==> src/rtl/circle_fill.sv <==
// Midpoint circle rasteriser: emits screen-space outline points or filled horizontal spans.
// One output per valid&&oe cycle, a fixed 2-cycle bubble between steps, and outputs are held while oe is low.
module circle_fill #(
  parameter int CORDW = 16
) (
  input  logic                    clk,
  input  logic                    rst_n,
  input  logic                    start,
  input  logic                    oe,
  input  logic                    fill,
  input  logic signed [CORDW-1:0] x0,
  input  logic signed [CORDW-1:0] y0,
  input  logic signed [CORDW-1:0] r0,
  output logic signed [CORDW-1:0] x,
  output logic signed [CORDW-1:0] y,
  output logic signed [CORDW-1:0] x_end,
  output logic                    valid,
  output logic                    busy,
  output logic                    done
);
  localparam int EW = CORDW + 2;

  typedef enum logic [1:0] {IDLE, EMIT, CALC_Y, CALC_X} state_t;

  state_t                  state, state_nxt;
  logic signed [EW-1:0]    xa, ya, err, err_tmp;
  logic signed [EW-1:0]    xa_nxt, ya_nxt, err_nxt, err_tmp_nxt;
  logic signed [EW-1:0]    r_ext, ya_inc, xa_inc;
  logic signed [CORDW-1:0] cx, cy, cx_nxt, cy_nxt;
  logic signed [CORDW-1:0] ox, oy, oxe, xs, ys;
  logic [1:0]              idx, idx_nxt;
  logic                    fill_r, fill_nxt, single, single_nxt;
  logic                    busy_nxt, done_nxt, last, xa_step;

  assign r_ext   = {{2{r0[CORDW-1]}}, r0};
  assign ya_inc  = ya + EW'(1);
  assign xa_inc  = xa + EW'(1);
  assign last    = single || (idx == 2'd3);
  assign xa_step = (err_tmp > xa) || (err > ya);
  assign valid   = (state == EMIT);

  always_comb begin
    state_nxt   = state;
    xa_nxt      = xa;
    ya_nxt      = ya;
    err_nxt     = err;
    err_tmp_nxt = err_tmp;
    idx_nxt     = idx;
    cx_nxt      = cx;
    cy_nxt      = cy;
    fill_nxt    = fill_r;
    single_nxt  = single;
    busy_nxt    = busy;
    done_nxt    = 1'b0;
    case (state)
      IDLE: begin
        // The done cycle still counts as part of the previous draw.
        if (start && !done) begin
          cx_nxt   = x0;
          cy_nxt   = y0;
          fill_nxt = fill;
          if (r0[CORDW-1]) begin
            done_nxt = 1'b1;
          end else begin
            xa_nxt     = -r_ext;
            ya_nxt     = '0;
            err_nxt    = EW'(2) - (r_ext <<< 1);
            idx_nxt    = 2'd0;
            single_nxt = (r0 == '0);
            busy_nxt   = 1'b1;
            state_nxt  = EMIT;
          end
        end
      end
      EMIT: begin
        if (oe) begin
          if (last && single) begin
            busy_nxt  = 1'b0;
            done_nxt  = 1'b1;
            state_nxt = IDLE;
          end else if (last) begin
            state_nxt = CALC_Y;
          end else if (fill_r && idx == 2'd0 && ya == '0) begin
            idx_nxt = 2'd2;
          end else begin
            idx_nxt = idx + 2'd1;
          end
        end
      end
      CALC_Y: begin
        err_tmp_nxt = err;
        if (err <= ya) begin
          ya_nxt  = ya_inc;
          err_nxt = err + (ya_inc <<< 1) + EW'(1);
        end
        state_nxt = CALC_X;
      end
      CALC_X: begin
        if (xa_step) begin
          xa_nxt  = xa_inc;
          err_nxt = err + (xa_inc <<< 1) + EW'(1);
        end
        if ((xa_step ? xa_inc : xa) == '0) begin
          busy_nxt  = 1'b0;
          done_nxt  = 1'b1;
          state_nxt = IDLE;
        end else begin
          idx_nxt   = 2'd0;
          state_nxt = EMIT;
        end
      end
      default: state_nxt = IDLE;
    endcase
  end

  // Output for the step/index about to be presented; coordinates wrap at CORDW bits.
  always_comb begin
    xs  = xa_nxt[CORDW-1:0];
    ys  = ya_nxt[CORDW-1:0];
    ox  = cx_nxt;
    oy  = cy_nxt;
    oxe = cx_nxt;
    if (fill_nxt) begin
      case (idx_nxt)
        2'd0: begin ox = cx_nxt + xs; oxe = cx_nxt - xs; oy = cy_nxt + ys; end
        2'd1: begin ox = cx_nxt + xs; oxe = cx_nxt - xs; oy = cy_nxt - ys; end
        2'd2: begin ox = cx_nxt - ys; oxe = cx_nxt + ys; oy = cy_nxt - xs; end
        2'd3: begin ox = cx_nxt - ys; oxe = cx_nxt + ys; oy = cy_nxt + xs; end
        default: ;
      endcase
    end else begin
      case (idx_nxt)
        2'd0: begin ox = cx_nxt - xs; oy = cy_nxt + ys; end
        2'd1: begin ox = cx_nxt - ys; oy = cy_nxt - xs; end
        2'd2: begin ox = cx_nxt + xs; oy = cy_nxt - ys; end
        2'd3: begin ox = cx_nxt + ys; oy = cy_nxt + xs; end
        default: ;
      endcase
      oxe = ox;
    end
  end

  always_ff @(posedge clk or negedge rst_n) begin
    if (!rst_n) begin
      state   <= IDLE;
      xa      <= '0;
      ya      <= '0;
      err     <= '0;
      err_tmp <= '0;
      idx     <= '0;
      cx      <= '0;
      cy      <= '0;
      fill_r  <= 1'b0;
      single  <= 1'b0;
      busy    <= 1'b0;
      done    <= 1'b0;
      x       <= '0;
      y       <= '0;
      x_end   <= '0;
    end else begin
      state   <= state_nxt;
      xa      <= xa_nxt;
      ya      <= ya_nxt;
      err     <= err_nxt;
      err_tmp <= err_tmp_nxt;
      idx     <= idx_nxt;
      cx      <= cx_nxt;
      cy      <= cy_nxt;
      fill_r  <= fill_nxt;
      single  <= single_nxt;
      busy    <= busy_nxt;
      done    <= done_nxt;
      if (state_nxt == EMIT) begin
        x     <= ox;
        y     <= oy;
        x_end <= oxe;
      end
    end
  end
endmodule

==> config.mk <==
export PLATFORM = sky130hd
export DESIGN_NAME = circle_fill
export DESIGN_NICKNAME = d
export VERILOG_FILES = /design/src/rtl/circle_fill.sv
export SDC_FILE = /design/constraint.sdc
export NUM_CORES = 1
export LEC_CHECK = 0
export ABC_CLOCK_PERIOD_IN_PS = 6200
export BUFFER_PORTS_ARGS = -buffer_cell sky130_fd_sc_hd__buf_2
export CORE_MARGIN = 2
export CORE_UTILIZATION = 58
export CTS_CLUSTER_SIZE = 40
export DETAILED_ROUTE_END_ITERATION = 10
export GPL_TIMING_DRIVEN = 0
export HOLD_SLACK_MARGIN = 0.1
export PLACE_DENSITY = 0.79
export SYNTH_ARGS = -nofsm -noshare
export SYNTH_HDL_FRONTEND = slang
export SYNTH_SLANG_ARGS = --single-unit
==> constraint.sdc <==
create_clock -name clk -period 6.2 [get_ports clk]
set_input_delay 0.31 -clock clk [delete_from_list [all_inputs] [get_ports clk]]
set_output_delay 0.31 -clock clk [all_outputs]
set_load 0.005 [all_outputs]
==> metrics.cfg <==
[outcome]
outcome=finished with violations
violations=setup timing

[floorplan]
die_h_um=181
coreArea_um2=30700
io_pins=104
die-area_um2=32700
initial_core_util_pct=59.1
die_w_um=181
fp-row-count=64

[synthesis]
yosysUniqueCellTypes=98
synthTopCellsByArea=dfrtp_1, ha_1, xnor2_1
synth_cells=2290
synth_edf_count=0
synth_area_leader_cell=dfrtp_1
yosysSeqAreaShare_pct=22.1
synth_seq_cells=160
netlist.area_leader.share_pct=22.1
yosysWarningCount=0
syn_area_per_cell_um2=7.92
synthArstFlopShare_pct=100
synth_nets=2554
ys.flop_type=dfrtp_1
synth.cell_area_um2=18100

[timing]
max_freq_mhz=159
finalWorstSetupSlack_ns=-0.0897
hold_viol=0
slew_headroom_pct=2.46
period_share_pct=101
final_max_slew_viol_count=0
worst_pin_slew_ns=1.45
skew_ns=0.0171
setup_tns_ns=-0.288
period_needed_ns=6.29
setup_viol=5

[placement]
place_congestion=1.09
post_dp_cell_area_um2=19200
place.port_buffers=100
hpwl_mm=60.3
dp_cells=2792

[worst_setup_path]
critPathCaptureType=flop
critPathMaxFanout=9
rr_startpoint=err[8]
cp-startpoint=err[8]
worstPathArrival_ns=6.70
required_ns=6.61
path_class=flop to flop
critPathLaunchType=flop

[drt]
vias_per_cell=7.04
wl_per_cell_um=27.7
ant_nets=0
dr.pass1.iters=6
drtIter0Drc=3098
wirelength_mm=80.0
drc_errors=0
via_count=20300

[hold_path]
hold_class=input port to flop
min_from=r0[1]

[cts]
cts_tree=yes
clock-sinks=160
clk_latency_ns=0.47
path_clk_slew_ns=0.08
max-clock-path-buffers=2
numCtsBuffers=17
htreeDepth=4
clockRootBuffer=clkbuf_16

[layout]
final_common_cell=nor2_1
fin_area_um2=21100
final_util_pct=69.0
drive_gt1_share_pct=19.1
area_growth_pct=16.6
final_nets=2739
fillers=2506
fin_cells=2889
layout_common_cells=nor2_1, ha_1, nand2_1, a21oi_1, inv_1

[global_route]
grt_max_degree=107
overflow=0
grt_pass1_vias=18500
grt_use_total_pct=46.6
antenna_found_initial=4
grt_pass1_wl_mm=115

[run]
cap_viol_max_count=0

[worst max-delay path, cell delays in order (launching register included)]
cell	delay, ns
dfrtp_1	0.62
ha_1	0.34
nand3_1	0.24
o41ai_2	0.13
or4b_4	0.60
o21ba_4	0.25
buf_6	0.15
buf_4	0.15
a21oi_4	0.31
buf_4	0.20
o21ai_0	0.10
nand2_1	0.12
o31a_2	0.45
clkinvlp_4	0.15
buf_4	0.21
ha_1	0.23
or3_1	0.32
o31ai_2	0.32
o21ai_0	0.23
a21o_1	0.21
a21oi_1	0.17
xor2_1	0.16
nand2_1	0.09
a21oi_1	0.21
a32o_1	0.22
[worst paths after layout]
kind | to | cells past startpoint | slack [ns]
setup / recovery | x[15] | 24 | -0.09
hold / removal | err[2] | 3 | 0.15
setup reg to reg | x[15] | 24 | -0.09
hold reg to reg | x[10] | 1 | 0.51
max in group asynchronous | cx[9] | 3 | 4.92
min in group asynchronous | cy[2] | 2 | 0.35
[flip-flops by register name, summed over array words and instances, names as in the netlist]
register / flops
x_end: 16
err_tmp: 18
fill_r: 1
xa: 18
idx: 2
ya: 18
single: 1
y: 16
done: 1
err: 18
state: 2
cx: 16
busy: 1
cy: 16
x: 16
[cells in the mapped netlist (16+ instances only)]
cell      instances
a211oi_1         21
a21o_1           25
a21oi_1         165
a31oi_1          38
and3_1           27
buf_2            19
clkbuf_1         82
dfrtp_1         160
ha_1            201
inv_1           156
mux2_2           45
mux2i_1          22
nand2_1         188
nand2b_1         32
nand3_1          66
nand4_1          19
nor2_1          199
nor2b_1          21
nor3_1           87
o211ai_1         40
o21ai_0         114
o21bai_1         25
o22ai_1          16
o31ai_1          24
or3_1            21
xnor2_1         134
xor2_1           37
[logic make-up (layout without fill, tap and decap cells)]
group / Yosys count / in the layout / synth area share [%]
adder cells (fa/ha/maj): 211 / 211 / 15.0
multiplexers: 68 / 68 / 4.07
other: 0 / 5 / 0
flip-flops: 160 / 160 / 22.1
AND/OR/NAND/NOR: 739 / 739 / 20.0
XOR/XNOR: 171 / 171 / 8.26
buffers and inverters: 284 / 482 / 6.42
AO/OA/AOI/OAI: 657 / 657 / 24.2
[repair_timing]
| action | in CTS | in global routing |
|---|---|---|
| pin swaps | 13 | 53 |
| hold buffers | 1 | 0 |
| setup buffers | 17 | 56 |
| gates resized for setup | 92 | 123 |
| endpoints found under the setup margin | 36 | 18 |
| endpoints found under the hold margin | 54 | 0 |
[routing by layer]
metal  track usage (%)  routed length (um)  vias up
met2              62.3               31200     1686
li1                  -                   -     8649
met1              62.0               30400     9642
met4              27.1                5610        2
met5                 0                  57        -
met3              19.8               12700      369
[per-stage QoR]
step / hold slack, ns / worst slack (ns)
floorplan: 0.0144 / 0.0860
global placement: 0.482 / -1.97
global route: 0.160 / -0.187
finish: 0.148 / -0.0897
CTS: 0.142 / 0.00371
detailed placement: 0.275 / -1.77
[final cells by class]
cell class	instances	area, um2	area share [%]
inverters	163	624	2.95
clock inverters	13	143	0.674
multi-input cells	1846	13700	64.9
clock buffers	19	433	2.05
repair buffers	180	1150	5.42
diodes	5	12.5	0.0592
flip-flops and latches	160	4030	19.0
plain buffers	107	548	2.59
well taps	396	495	2.34
Power is not shown: default switching activity piles up to over one toggle a cycle in this logic, so the estimate is an artifact.
